<file path="config.mk">
export PLATFORM = sky130hd
export DESIGN_NAME = chess_board_ram_flat
export DESIGN_NICKNAME = d
export VERILOG_FILES = /design/src/rtl/chess_board_ram_if.sv /design/src/rtl/chess_board_ram.sv /design/src/flat_wrapper.sv
export SDC_FILE = /design/constraint.sdc
export NUM_CORES = 1
export LEC_CHECK = 0
export CAP_MARGIN = 20
export CORE_MARGIN = 2
export CORE_UTILIZATION = 33
export CTS_CLUSTER_SIZE = 8
export DETAILED_ROUTE_END_ITERATION = 8
export HOLD_SLACK_MARGIN = 0.05
export PLACE_DENSITY = 0.56
export SYNTH_ARGS = -nofsm -noshare
export SYNTH_HDL_FRONTEND = slang
export SYNTH_SLANG_ARGS = --single-unit
</file>
<file path="constraint.sdc">
create_clock -name clk -period 4.4 [get_ports clk]
set_input_delay 0.88 -clock clk [delete_from_list [all_inputs] [get_ports clk]]
set_output_delay 0.88 -clock clk [all_outputs]
set_load 0.005 [all_outputs]
</file>
<file path="src/rtl/chess_board_ram_if.sv">
// Move-command handshake between game logic (master) and the board store (slave).
// The request is held by the master; completion is a one-cycle mv_done pulse.
interface chess_board_ram_if #(
    parameter int CODE_W = 6
);
    logic              mv_valid;
    logic              mv_ready;
    logic [5:0]        mv_from;
    logic [5:0]        mv_to;
    logic              mv_done;
    logic              mv_err;
    logic [CODE_W-1:0] mv_captured;

    modport master (
        output mv_valid,
        output mv_from,
        output mv_to,
        input  mv_ready,
        input  mv_done,
        input  mv_err,
        input  mv_captured
    );

    modport slave (
        input  mv_valid,
        input  mv_from,
        input  mv_to,
        output mv_ready,
        output mv_done,
        output mv_err,
        output mv_captured
    );
endinterface

</file>
<file path="src/rtl/chess_board_ram.sv">
// Writable 8x8 chess board: registered display read port, move sequencer that
// writes the destination then clears the source, and a start-position loader.
module chess_board_ram #(
    parameter int CODE_W = 6,
    parameter int N_SQ   = 64
) (
    input  logic              clk,
    input  logic              rst,
    input  logic [7:0]        char_xy,
    output logic [CODE_W-1:0] char_code,
    input  logic              new_game,
    output logic              init_busy,
    chess_board_ram_if.slave  mv
);

    typedef enum logic [2:0] {
        S_INIT,
        S_IDLE,
        S_READ,
        S_WR_DST,
        S_CLR_SRC,
        S_DONE
    } state_t;

    // White back rank; black pieces use the same order with codes offset by 6.
    localparam int BACK_RANK [8] = '{4, 3, 2, 5, 6, 2, 3, 4};

    logic [CODE_W-1:0] mem       [0:N_SQ-1];
    logic [CODE_W-1:0] start_tbl [0:N_SQ-1];

    state_t            state_q,      state_d;
    logic [5:0]        init_addr_q,  init_addr_d;
    logic [5:0]        from_q,       from_d;
    logic [5:0]        to_q,         to_d;
    logic [CODE_W-1:0] src_code_q,   src_code_d;
    logic [CODE_W-1:0] dst_code_q,   dst_code_d;
    logic              err_q,        err_d;
    logic [CODE_W-1:0] captured_q,   captured_d;
    logic [CODE_W-1:0] char_code_q,  char_code_d;

    logic              mem_we;
    logic [5:0]        mem_waddr;
    logic [CODE_W-1:0] mem_wdata;

    generate
        for (genvar gi = 0; gi < N_SQ; gi++) begin : g_start
            localparam int ROW  = gi / 8;
            localparam int COL  = gi % 8;
            localparam int CODE = (ROW == 7) ? BACK_RANK[COL] :
                                  (ROW == 0) ? BACK_RANK[COL] + 6 :
                                  (ROW == 6) ? 1 :
                                  (ROW == 1) ? 7 : 0;
            assign start_tbl[gi] = CODE_W'(CODE);
        end
    endgenerate

    always_comb begin
        state_d     = state_q;
        init_addr_d = init_addr_q;
        from_d      = from_q;
        to_d        = to_q;
        src_code_d  = src_code_q;
        dst_code_d  = dst_code_q;
        err_d       = err_q;
        captured_d  = captured_q;
        mem_we      = 1'b0;
        mem_waddr   = init_addr_q;
        mem_wdata   = '0;

        case (state_q)
            S_INIT: begin
                mem_we      = 1'b1;
                mem_waddr   = init_addr_q;
                mem_wdata   = start_tbl[init_addr_q];
                init_addr_d = init_addr_q + 6'd1;
                if (init_addr_q == 6'd63) begin
                    state_d = S_IDLE;
                end
            end
            S_IDLE: begin
                // A new game wins over a simultaneous move request.
                if (new_game) begin
                    state_d     = S_INIT;
                    init_addr_d = '0;
                end else if (mv.mv_valid) begin
                    from_d  = mv.mv_from;
                    to_d    = mv.mv_to;
                    state_d = S_READ;
                end
            end
            S_READ: begin
                src_code_d = mem[from_q];
                dst_code_d = mem[to_q];
                if ((from_q == to_q) || (mem[from_q] == '0)) begin
                    err_d      = 1'b1;
                    captured_d = '0;
                    state_d    = S_DONE;
                end else begin
                    state_d = S_WR_DST;
                end
            end
            S_WR_DST: begin
                mem_we    = 1'b1;
                mem_waddr = to_q;
                mem_wdata = src_code_q;
                state_d   = S_CLR_SRC;
            end
            S_CLR_SRC: begin
                mem_we     = 1'b1;
                mem_waddr  = from_q;
                mem_wdata  = '0;
                err_d      = 1'b0;
                captured_d = dst_code_q;
                state_d    = S_DONE;
            end
            S_DONE: begin
                state_d = S_IDLE;
            end
            default: begin
                state_d     = S_INIT;
                init_addr_d = '0;
            end
        endcase
    end

    // Off-board addresses and the loading sweep both present an empty square.
    always_comb begin
        char_code_d = '0;
        if ((state_q != S_INIT) && !char_xy[7] && !char_xy[3]) begin
            char_code_d = mem[{char_xy[6:4], char_xy[2:0]}];
        end
    end

    always_ff @(posedge clk) begin
        if (rst) begin
            state_q     <= S_INIT;
            init_addr_q <= '0;
            from_q      <= '0;
            to_q        <= '0;
            src_code_q  <= '0;
            dst_code_q  <= '0;
            err_q       <= 1'b0;
            captured_q  <= '0;
            char_code_q <= '0;
        end else begin
            state_q     <= state_d;
            init_addr_q <= init_addr_d;
            from_q      <= from_d;
            to_q        <= to_d;
            src_code_q  <= src_code_d;
            dst_code_q  <= dst_code_d;
            err_q       <= err_d;
            captured_q  <= captured_d;
            char_code_q <= char_code_d;
        end
    end

    // Board storage: the read port samples before this write lands (read-first).
    always_ff @(posedge clk) begin
        if (!rst && mem_we) begin
            mem[mem_waddr] <= mem_wdata;
        end
    end

    assign char_code      = char_code_q;
    assign init_busy      = (state_q == S_INIT);
    assign mv.mv_ready    = (state_q == S_IDLE);
    assign mv.mv_done     = (state_q == S_DONE);
    assign mv.mv_err      = err_q;
    assign mv.mv_captured = captured_q;

endmodule
</file>
<file path="src/flat_wrapper.sv">
// flat-port wrapper written by rule: the top's interface ports become plain ports
module chess_board_ram_flat 
#(
    parameter int CODE_W = 6,
    parameter int N_SQ   = 64
)
  (clk, rst, char_xy, char_code, new_game, init_busy, mv_mv_valid, mv_mv_from, mv_mv_to, mv_mv_ready, mv_mv_done, mv_mv_err, mv_mv_captured);
  chess_board_ram_if #(.CODE_W(CODE_W)) mv_i ();
  input  logic clk;
  input  logic rst;
  input  logic [7:0] char_xy;
  output logic [CODE_W-1:0] char_code;
  input  logic new_game;
  output logic init_busy;
  input wire logic [$bits(mv_i.mv_valid)-1:0] mv_mv_valid;
  input wire logic [$bits(mv_i.mv_from)-1:0] mv_mv_from;
  input wire logic [$bits(mv_i.mv_to)-1:0] mv_mv_to;
  output wire logic [$bits(mv_i.mv_ready)-1:0] mv_mv_ready;
  output wire logic [$bits(mv_i.mv_done)-1:0] mv_mv_done;
  output wire logic [$bits(mv_i.mv_err)-1:0] mv_mv_err;
  output wire logic [$bits(mv_i.mv_captured)-1:0] mv_mv_captured;
  assign mv_i.mv_valid = mv_mv_valid;
  assign mv_i.mv_from = mv_mv_from;
  assign mv_i.mv_to = mv_mv_to;
  assign mv_mv_ready = mv_i.mv_ready;
  assign mv_mv_done = mv_i.mv_done;
  assign mv_mv_err = mv_i.mv_err;
  assign mv_mv_captured = mv_i.mv_captured;
  chess_board_ram #(.CODE_W(CODE_W), .N_SQ(N_SQ)) u_core (.clk(clk), .rst(rst), .char_xy(char_xy), .char_code(char_code), .new_game(new_game), .init_busy(init_busy), .mv(mv_i));
endmodule
</file>
==> qor.yml <==
yosys-top-cells-count: "edfxtp_1, mux4_2, nor2_1, nand2_1, clkbuf_1"
p_int_mw: 7.29
total_power_mw: 9.34
fin_tns_setup_ns: 0
outcome: "finished clean"
die_w_um: 271
avgSynthCellArea_um2: 17.7
postCtsHoldBufs: 0
clockBufferDepth: 3
critPathMostFrequentCell: "nand2_1"
portBuffers: 39
timing.fmax_mhz: 266
fin_cells: 2387
area_growth_pct: 15.7
worst_pin_slew_ns: 1.10
drt_iter0_drc: 2127
grt_pass1_wl_um: 109000
grt_usage_pct: 20.6
synthArstFlopShare_pct: 0
antenna_found_initial: 4
netlist_area_mm2: 0.0235
critPathLaunchType: "flop"
clockRootBuffer: "clkbuf_16"
fp.coreArea_mm2: 0.0703
timing.final.crit_share_pct: 85.4
crit_chain: "inv_1 -> nand2_1 -> o22ai_1 -> nand2_1 -> o311ai_1 -> nor2b_1 -> nand3_1 -> nor2_1"
cp_num_cells: 8
r2r_end: "u_core.mem[44][4]"
worstPathArrival_ns: 4.01
hpwl_um: 52500
pwr-share-seq_pct: 48.7
finalHoldViolations: 0
dieArea_mm2: 0.0733
rrSetupSlack_ns: 0.64
synth.distinct_cells: 65
dp.cells: 2280
synth_area_leaders: "edfxtp_1, mux4_2, dfxtp_1"
pin_count: 40
post_drt_wl_per_cell_um: 31.8
grt_start_max_net_pins: 97
drt_wl_total_um: 75800
via_per_inst: 6.19
drive_gt1_share_pct: 36.3
ys_seq_area_share_pct: 53.6
ys.flop_type: "edfxtp_1"
num_vias: 14800
overflow: 0
clk_pin_slew_ns: 0.06
cts_max_level: 2
cts_sinks: 436
cts_tree: "done"
reg2reg_depth: 8
synth_top_cell_by_area: "edfxtp_1"
top_layer: "met5"
hp-start: "u_core.dst_code_q[2]"
clk_latency_ns: 0.62
path_class: "reg -> reg"
power.switching_fraction_pct: 21.9
min_path_cells: 2
cts_resized: 0
drv_slew: 0
cp.required_ns: 4.65
p_clk_share_pct: 46.3
synth.net_count: 1350
path_delay_family: "simple AND/OR/NAND/NOR gates"
cts_made_buffers: 60
cp_num_buf_inv: 1
synth-edff-count: 384
met1Wirelength_um: 31200
min_period_ns: 3.76
finalSetupViolations: 0
yosysMostFrequentCell: "edfxtp_1"
grt_pass1_vias: 14200
ir_worst_vdd_mv: 0.341
wl_met2_um: 34700
fin_util_pct: 38.6
die-height_um: 271
switching_power_mw: 2.05
ys_ff_latch: 436
start_util_pct: 33.4
cp_max_fo: 15
synth_warnings: 0
gp_congestion: 0.941
wl_met3_um: 7610
rsz0062_at_grt: "false"
critPathLaunch: "u_core.state_q[2]"
whs_ns: 0.458
combPwrFrac_pct: 5.0
synth_top_area_share_pct: 49.1
num-fill-cells: 6334
hold_class: "reg -> reg"
max_stage_delay_ns: 0.72
worstReg2RegStart: "u_core.state_q[2]"
finalNetCount: 1432
drt-pass1-iter-count: 5
ant_nets: 0
drc: 0
syn_inst: 1323
slowest_stage: "nor2_1"
p_per_area_mw_per_mm2: 344
rows: 97
hold_end: "u_core.dst_code_q[2]"
cts_setup_buffers: 0
leakage_nw: 8.11
cp-end-kind: "flop"
drv_cap: 0
slew-limit-headroom_pct: 25.5
finClkSkew_ns: 0.0169
power groups by stage:
stage | logic, mW | clock network [mW] | registers (mW)
after floorplan | 0.275 | 0 | 4.63
after CTS | 0.465 | 4.40 | 4.54
after global placement | 0.459 | 0 | 4.63
after detailed placement | 0.463 | 0 | 4.63
final | 0.468 | 4.32 | 4.55
after global routing | 0.491 | 4.56 | 4.54
worst reg2reg max path: cells and delay by family, from the launching register on:
| family | cells | cell delay (ns) |
|---|---|---|
| AOI/OAI and AO/OA | 2 | 0.38 |
| buffers and inverters | 1 | 0.33 |
| and+or+nand+nor | 5 | 2.09 |
| DFF | 1 | 0.60 |
registers in the layout (all words and copies together), names as in the netlist, named ones only:
name / count
u_core.src_code_q: 6
u_core.from_q: 6
u_core.dst_code_q: 6
u_core.mem: 384
u_core.mv.mv_captured: 6
u_core.init_addr_q: 6
u_core.mv.mv_err: 1
u_core.state_q: 3
u_core.char_code: 6
u_core.to_q: 6
placed cells by master (no fill, tap or decap), drive strengths merged, types with 3 or more instances in the layout:
cell type,n
a211oi,12
a21oi,22
a221oi,6
a22oi,6
a31oi,4
a32oi,8
and2,3
and3,4
buf,98
clkbuf,100
clkdlybuf4s50,36
clkinv,3
dfxtp,52
edfxtp,384
ha,3
inv,11
mux2i,39
mux4,348
nand2,61
nand2b,5
nand3,18
nand3b,3
nand4,4
nor2,109
nor2b,18
nor3,9
o21ai,15
o22ai,13
o311ai,7
or2,3
xnor2,5
xor2,5
metrics by stage:
step | area [um2] | setup slack [ns]
finish | 27200 | 0.640
global route | 27100 | 0.519
CTS | 27100 | 0.745
detailed placement | 25400 | 0.746
global placement | 25400 | 0.795
floorplan | 23500 | 1.07
area by class of cell:
| class | instances | area (um2) | area share, % |
|---|---|---|---|
| sequential | 436 | 12600 | 46.4 |
| inverter | 12 | 45.0 | 0.166 |
| timing repair buffer | 134 | 1260 | 4.63 |
| clock buffer | 100 | 1690 | 6.24 |
| antenna | 2 | 5.00 | 0.0184 |
| multi-input combinational | 761 | 10400 | 38.2 |
| tap | 940 | 1180 | 4.33 |
| clock inverter | 2 | 20.0 | 0.0737 |
logic make-up after synthesis:
group,share of synthesized area [%]
adder cells (fa/ha/maj),0.160
buffers and inverters,2.43
flip-flops,53.6
AND/OR/NAND/NOR,4.73
XOR/XNOR,0.373
AO/OA/AOI/OAI,3.55
multiplexers,35.2
worst max path at each step:
stage	endpoint	slack, ns
finish	u_core.mem[44][4]	0.64
global route	u_core.mem[12][4]	0.52
CTS	u_core.mv.mv_captured[4]	0.74
detailed placement	u_core.mem[44][1]	0.75
global placement	u_core.mem[44][4]	0.79
floorplan	u_core.mem[0][1]	1.07
layer usage:
layer / global-route usage (%) / up-vias
li1: - / 5849
met1: 29.9 / 7880
met2: 31.2 / 925
met3: 4.31 / 110
met4: 6.03 / 2
met5: 0 / -
Note: power is estimated with default switching activity, not from simulation.
